<file path="src/rtl/debounce_array_if.sv">
// debounce_array_if
//   Button-path bundle between the raw front-panel pins and the debouncer.
//   master : drives btn_in, observes the debounced results (bench / pin side)
//   slave  : debouncer side, consumes btn_in and produces the results
//   Signals:
//     btn_in        raw asynchronous button levels, one bit per channel
//     db_level      debounced active-high level
//     press_pulse   one-cycle pulse on a debounced 0->1 transition
//     release_pulse one-cycle pulse on a debounced 1->0 transition
//     long_pulse    one-cycle pulse once a press has been held long enough
//     any_event     registered OR of all pulse bits, one cycle late
interface debounce_array_if #(
   parameter int N_CH = 5
);
   logic [N_CH-1:0] btn_in;
   logic [N_CH-1:0] db_level;
   logic [N_CH-1:0] press_pulse;
   logic [N_CH-1:0] release_pulse;
   logic [N_CH-1:0] long_pulse;
   logic            any_event;

   modport master (
      output btn_in,
      input  db_level, press_pulse, release_pulse, long_pulse, any_event
   );

   modport slave (
      input  btn_in,
      output db_level, press_pulse, release_pulse, long_pulse, any_event
   );
endinterface

</file>
<file path="src/rtl/debounce_array.sv">
// debounce_array
//   N-channel push-button debouncer. Each channel synchronises its raw pin,
//   requires STABLE_CNT consecutive sample ticks of a changed value before
//   accepting it, and emits press/release pulses coincident with the level
//   change. An optional hold counter emits a single long-press pulse.
//   Ports:
//     clk    system clock
//     reset  synchronous active-high reset, clears every flop
//     bus    debounce_array_if.slave (btn_in in; levels/pulses/any_event out)

// One channel: synchroniser, stability counter, level/pulse registers and
// the optional hold counter.
module debounce_lane #(
   parameter int CNT_W      = 16,
   parameter int STABLE_CNT = 6,
   parameter int LONG_CNT   = 0
) (
   input  logic clk,
   input  logic reset,
   input  logic i_tick,
   input  logic i_btn,
   input  logic i_inv,
   output logic o_level,
   output logic o_press,
   output logic o_release,
   output logic o_long
);
   localparam logic [CNT_W-1:0] LP_STB_LAST = CNT_W'(STABLE_CNT - 1);

   logic             r_sync1, r_sync2;
   logic             r_level, r_press, r_release;
   logic [CNT_W-1:0] r_cnt;
   logic             w_diff, w_accept;

   assign w_diff   = r_sync2 ^ r_level;
   // Last window tick: the new sample has persisted long enough.
   assign w_accept = w_diff & i_tick & (r_cnt == LP_STB_LAST);

   always_ff @(posedge clk) begin
      if (reset) begin
         r_sync1   <= 1'b0;
         r_sync2   <= 1'b0;
         r_level   <= 1'b0;
         r_press   <= 1'b0;
         r_release <= 1'b0;
         r_cnt     <= '0;
      end else begin
         r_sync1   <= i_btn ^ i_inv;
         r_sync2   <= r_sync1;
         r_press   <= w_accept & r_sync2;
         r_release <= w_accept & ~r_sync2;
         if (w_accept) r_level <= r_sync2;
         // A matching sample restarts the window even between ticks, so a
         // single glitch back to the old level costs the whole window.
         if (!w_diff || w_accept) r_cnt <= '0;
         else if (i_tick)         r_cnt <= r_cnt + CNT_W'(1);
      end
   end

   assign o_level   = r_level;
   assign o_press   = r_press;
   assign o_release = r_release;

   generate
      if (LONG_CNT > 0) begin : g_long
         localparam logic [CNT_W-1:0] LP_LONG      = CNT_W'(LONG_CNT);
         localparam logic [CNT_W-1:0] LP_LONG_LAST = CNT_W'(LONG_CNT - 1);
         logic [CNT_W-1:0] r_hold;
         logic             r_long;

         always_ff @(posedge clk) begin
            if (reset) begin
               r_hold <= '0;
               r_long <= 1'b0;
            end else begin
               // Fires only on the step into LONG_CNT; saturation prevents repeats.
               r_long <= r_level & i_tick & (r_hold == LP_LONG_LAST);
               if (!r_level)                          r_hold <= '0;
               else if (i_tick && r_hold != LP_LONG)  r_hold <= r_hold + CNT_W'(1);
            end
         end
         assign o_long = r_long;
      end else begin : g_nolong
         assign o_long = 1'b0;
      end
   endgenerate
endmodule

module debounce_array #(
   parameter int              N_CH       = 5,
   parameter int              CNT_W      = 16,
   parameter int              STABLE_CNT = 6,
   parameter int              TICK_DIV   = 1,
   parameter int              LONG_CNT   = 0,
   parameter logic [N_CH-1:0] ACTIVE_LOW = '0
) (
   input  logic             clk,
   input  logic             reset,
   debounce_array_if.slave  bus
);
   generate
      if (STABLE_CNT < 1) begin : g_err_stable
         $error("debounce_array: STABLE_CNT must be >= 1");
      end
      if ($clog2(STABLE_CNT + 1) > CNT_W || $clog2(LONG_CNT + 1) > CNT_W) begin : g_err_width
         $error("debounce_array: CNT_W too narrow for STABLE_CNT/LONG_CNT");
      end
   endgenerate

   logic            w_tick;
   logic [N_CH-1:0] w_inv;
   logic [N_CH-1:0] w_level, w_press, w_release, w_long;
   logic            r_any;

   assign w_inv = ACTIVE_LOW;

   // Shared sample tick; one prescaler serves every channel.
   generate
      if (TICK_DIV <= 1) begin : g_tick_every
         assign w_tick = 1'b1;
      end else begin : g_prescale
         localparam int             PW      = $clog2(TICK_DIV);
         localparam logic [PW-1:0]  LP_LAST = PW'(TICK_DIV - 1);
         logic [PW-1:0] r_pre;

         always_ff @(posedge clk) begin
            if (reset)                r_pre <= '0;
            else if (r_pre == LP_LAST) r_pre <= '0;
            else                      r_pre <= r_pre + PW'(1);
         end
         assign w_tick = (r_pre == LP_LAST);
      end
   endgenerate

   debounce_lane #(
      .CNT_W      (CNT_W),
      .STABLE_CNT (STABLE_CNT),
      .LONG_CNT   (LONG_CNT)
   ) u_lane [N_CH-1:0] (
      .clk       (clk),
      .reset     (reset),
      .i_tick    (w_tick),
      .i_btn     (bus.btn_in),
      .i_inv     (w_inv),
      .o_level   (w_level),
      .o_press   (w_press),
      .o_release (w_release),
      .o_long    (w_long)
   );

   always_ff @(posedge clk) begin
      if (reset) r_any <= 1'b0;
      else       r_any <= |(w_press | w_release | w_long);
   end

   assign bus.db_level      = w_level;
   assign bus.press_pulse   = w_press;
   assign bus.release_pulse = w_release;
   assign bus.long_pulse    = w_long;
   assign bus.any_event     = r_any;
endmodule

</file>
<file path="src/flat_wrapper.sv">
// flat-port wrapper written by rule: the top's interface ports become plain ports
module debounce_array_flat 
#(
   parameter int              N_CH       = 5,
   parameter int              CNT_W      = 16,
   parameter int              STABLE_CNT = 6,
   parameter int              TICK_DIV   = 1,
   parameter int              LONG_CNT   = 0,
   parameter logic [N_CH-1:0] ACTIVE_LOW = '0
)
  (clk, reset, bus_btn_in, bus_db_level, bus_press_pulse, bus_release_pulse, bus_long_pulse, bus_any_event);
  debounce_array_if #(.N_CH(N_CH)) bus_i ();
  input  logic clk;
  input  logic reset;
  input wire logic [$bits(bus_i.btn_in)-1:0] bus_btn_in;
  output wire logic [$bits(bus_i.db_level)-1:0] bus_db_level;
  output wire logic [$bits(bus_i.press_pulse)-1:0] bus_press_pulse;
  output wire logic [$bits(bus_i.release_pulse)-1:0] bus_release_pulse;
  output wire logic [$bits(bus_i.long_pulse)-1:0] bus_long_pulse;
  output wire logic [$bits(bus_i.any_event)-1:0] bus_any_event;
  assign bus_i.btn_in = bus_btn_in;
  assign bus_db_level = bus_i.db_level;
  assign bus_press_pulse = bus_i.press_pulse;
  assign bus_release_pulse = bus_i.release_pulse;
  assign bus_long_pulse = bus_i.long_pulse;
  assign bus_any_event = bus_i.any_event;
  debounce_array #(.N_CH(N_CH), .CNT_W(CNT_W), .STABLE_CNT(STABLE_CNT), .TICK_DIV(TICK_DIV), .LONG_CNT(LONG_CNT), .ACTIVE_LOW(ACTIVE_LOW)) u_core (.clk(clk), .reset(reset), .bus(bus_i));
endmodule
</file>
<file path="config.mk">
export PLATFORM = sky130hd
export DESIGN_NAME = debounce_array_flat
export DESIGN_NICKNAME = d
export VERILOG_FILES = /design/src/rtl/debounce_array_if.sv /design/src/rtl/debounce_array.sv /design/src/flat_wrapper.sv
export SDC_FILE = /design/constraint.sdc
export NUM_CORES = 1
export LEC_CHECK = 0
export CAP_MARGIN = 20
export CORE_MARGIN = 10
export CORE_UTILIZATION = 45
export DETAILED_ROUTE_END_ITERATION = 8
export MAX_ROUTING_LAYER = met4
export SYNTH_ARGS = -nofsm -noshare
export SYNTH_HDL_FRONTEND = slang
export SYNTH_SLANG_ARGS = --single-unit
</file>
<file path="constraint.sdc">
create_clock -name clk -period 4.3 [get_ports clk]
set_input_delay 1.29 -clock clk [delete_from_list [all_inputs] [get_ports clk]]
set_output_delay 1.29 -clock clk [all_outputs]
set_load 0.02 [all_outputs]
</file>
==> impl_metrics.yaml <==
setup_path:
  cp_cell_sequence: "clkdlybuf4s50_1"
  path_class: "flip-flop to output port"
  worst_setup_path_start_kind: "flip-flop"
  critical-path-max-stage-delay_ps: 650
  crit_family: "buffers and inverters"
  critPathCaptureType: "output port"
  cp_data_required_time_ps: 3010
  path_buf_inv: 1
  critPathSlowestCell: "clkdlybuf4s50_1"
  arrival_ps: 1450
  critPathMaxFanout: 4
finish:
  fill_cells: 964
  num_antenna_cells: 0
  instances_no_fill: 652
  multi_input_area_sq_mm: 0.00218
  layout_common_cells: "dfxtp_1, nor2_1, xnor2_1, nor4_1"
  seq_area_sq_mm: 0.00212
  nNetsFinal: 532
  synthToLayoutAreaGrowth_pct: 9.78
  layout_commonest_cell: "dfxtp_1"
  stdcell_area_sq_mm: 0.00500
  drive_above_1_share_pct: 3.85
grt:
  grt_pass1_vias: 3206
  grt_pass1_wl_um: 14500
  grt_max_degree: 23
  grt_usage_pct: 12.1
  antenna_found_initial: 0
  grt.overflow.total: 0
power_and_ir_drop:
  p_leak_nw: 1.52
  power.density_mw_per_mm2: 345
  switching_share_pct: 19.9
  pwr-share-comb_pct: 1.7
  clock_power_share_pct: 40.8
  internal_power_mw: 1.38
  seqPwrFrac_pct: 57.4
  switching_power_mw: 0.343
  peakVddDrop_uv: 221
yosys:
  postSynthCellCount: 509
  synth_area_sq_mm: 0.00455
  synth_flop_cell: "dfxtp_1"
  synth_area_per_cell_sq_um: 8.95
  ys_seq_area_share_pct: 46.6
  synthArstFlopShare_pct: 0
  yosys_register_bits: 106
  synth-edff-count: 0
  yosysWarnings: 0
  synthDistinctLibCells: 35
clock_tree:
  ctsRootBufferMaster: "clkbuf_8"
  ctsHoldBuffers: 0
  cts_max_level: 3
  ctsResizeCount: 0
  clkTransAtPathRegs_ps: 90
  cts_tree: "yes"
  numCtsBuffers: 9
  clkLatencyLatePin_ps: 360
  post-cts-setup-buffers: 0
  clk_path_buf_depth: 2
  clock-sinks: 106
die:
  io_pins: 28
  core_sq_mm: 0.00982
  start_util_pct: 46.4
  die_h_um: 121
  die_x_um: 121
  num_rows: 36
  dieArea_sq_mm: 0.0145
detailed_routing:
  first_pass_iters: 5
  viasPerCell: 5.02
  drt_iter0_markers: 187
  antenna_left: 0
  post_drt_wl_per_cell_um: 12.5
  num_vias: 3271
  wl_um: 8160
  drc: 0
outcome:
  outcome: "completed"
sta:
  hold_slack_ps: 442
  setup_slack_ps: 1560
  finalCritPeriodShare_pct: 63.8
  finalMaxSlewViolations: 0
  fin_tns_setup_ps: 0
  skew_ps: 10.6
  hold_viol: 0
  relSlewSlack_pct: 47.4
  final.min_clock_period_ps: 2740
  grt_setup_unrepaired: "no"
  setup_viol: 0
  timing.fmax_mhz: 365
  tightest_slew_ps: 787
placed_design:
  placed_area_sq_mm: 0.00477
  dp.cells: 637
  place_congestion: 0.816
  port_buffers: 22
  dp_hpwl_um: 5740
  post-place-ws_ps: 1200
flow_run:
  maxCapViolations: 0
hold_path:
  hold_path_class: "flip-flop to flip-flop"
flip-flops by register name, indices dropped and copies added (netlist names):
| name | flops |
|---|---|
| u_core.u_lane.o_press | 5 |
| u_core.u_lane.r_sync1 | 5 |
| u_core.u_lane.o_release | 5 |
| u_core.bus.any_event | 1 |
| u_core.u_lane.o_level | 5 |
| u_core.u_lane.r_cnt | 80 |
| u_core.u_lane.r_sync2 | 5 |
cell type report:
cell class | count | share of cell area (%)
Clock inverter | 5 | 2.08
Multi-Input combinational cell | 357 | 43.7
Timing Repair Buffer | 23 | 4.55
Sequential cell | 106 | 42.4
Tap cell | 133 | 3.33
Clock buffer | 10 | 2.55
Inverter | 18 | 1.35
stage by stage:
stage	total power, mW	util (%)
3_5_place_dp	1.04	48.6
6_report	1.72	50.9
4_1_cts	1.75	50.9
5_1_grt	1.78	50.9
2_1_floorplan	1.04	-
3_3_place_gp	1.04	48.6
cell families (layout without fill, tap and decap cells):
family | after synthesis | after routing | share of synthesized area (%)
other cells | 1 | 5 | 0.0823
mux | 5 | 5 | 1.10
compound gates | 9 | 9 | 1.15
buf+inv | 50 | 56 | 5.77
simple gates | 257 | 257 | 28.9
flops | 106 | 106 | 46.6
fa+ha+maj | 10 | 10 | 2.75
xor+xnor | 71 | 71 | 13.7
path summary, 6_finish.rpt:
kind / startpoint / endpoint / slack [ps] / cells after the start
max: u_core.u_lane[1].o_level / bus_db_level[1] / 1560 / 1
min: u_core.u_lane[1].r_sync1 / u_core.u_lane[1].r_sync2 / 440 / 1
max reg2reg: u_core.u_lane[1].r_cnt[0] / u_core.u_lane[1].r_cnt[12] / 2440 / 5
min reg2reg: u_core.u_lane[1].r_sync1 / u_core.u_lane[1].r_sync2 / 440 / 1
power groups by stage:
stage / clock network (mW) / registers (mW) / logic, mW
global placement: 0 / 1.01 / 0.0293
detailed placement: 0 / 1.01 / 0.0297
global route: 0.759 / 0.992 / 0.0331
CTS: 0.729 / 0.991 / 0.0298
finish: 0.705 / 0.991 / 0.0296
floorplan: 0 / 1.01 / 0.0234
metal layers:
layer / GRT usage (%) / share of wire [%] / vias up
li1: - / - / 1714
met1: 14.4 / 49 / 1501
met2: 19.6 / 46 / 48
met3: 3.49 / 4.1 / 8
met4: 3.54 / 1.2 / 0
met5: - / 0 / -
cell usage after synthesis, types with 16 or more instances:
cell / n / area, sq um
nand2_1: 23 / 86.3
xnor2_1: 55 / 482
xor2_1: 16 / 140
dfxtp_1: 106 / 2120
nand3_1: 23 / 115
nand4_1: 23 / 144
nor3_1: 18 / 90.1
nor4_1: 33 / 206
inv_1: 18 / 67.6
nor2_1: 99 / 372
buf_4: 20 / 150
No activity file was read; power rests on OpenSTA's default activity.
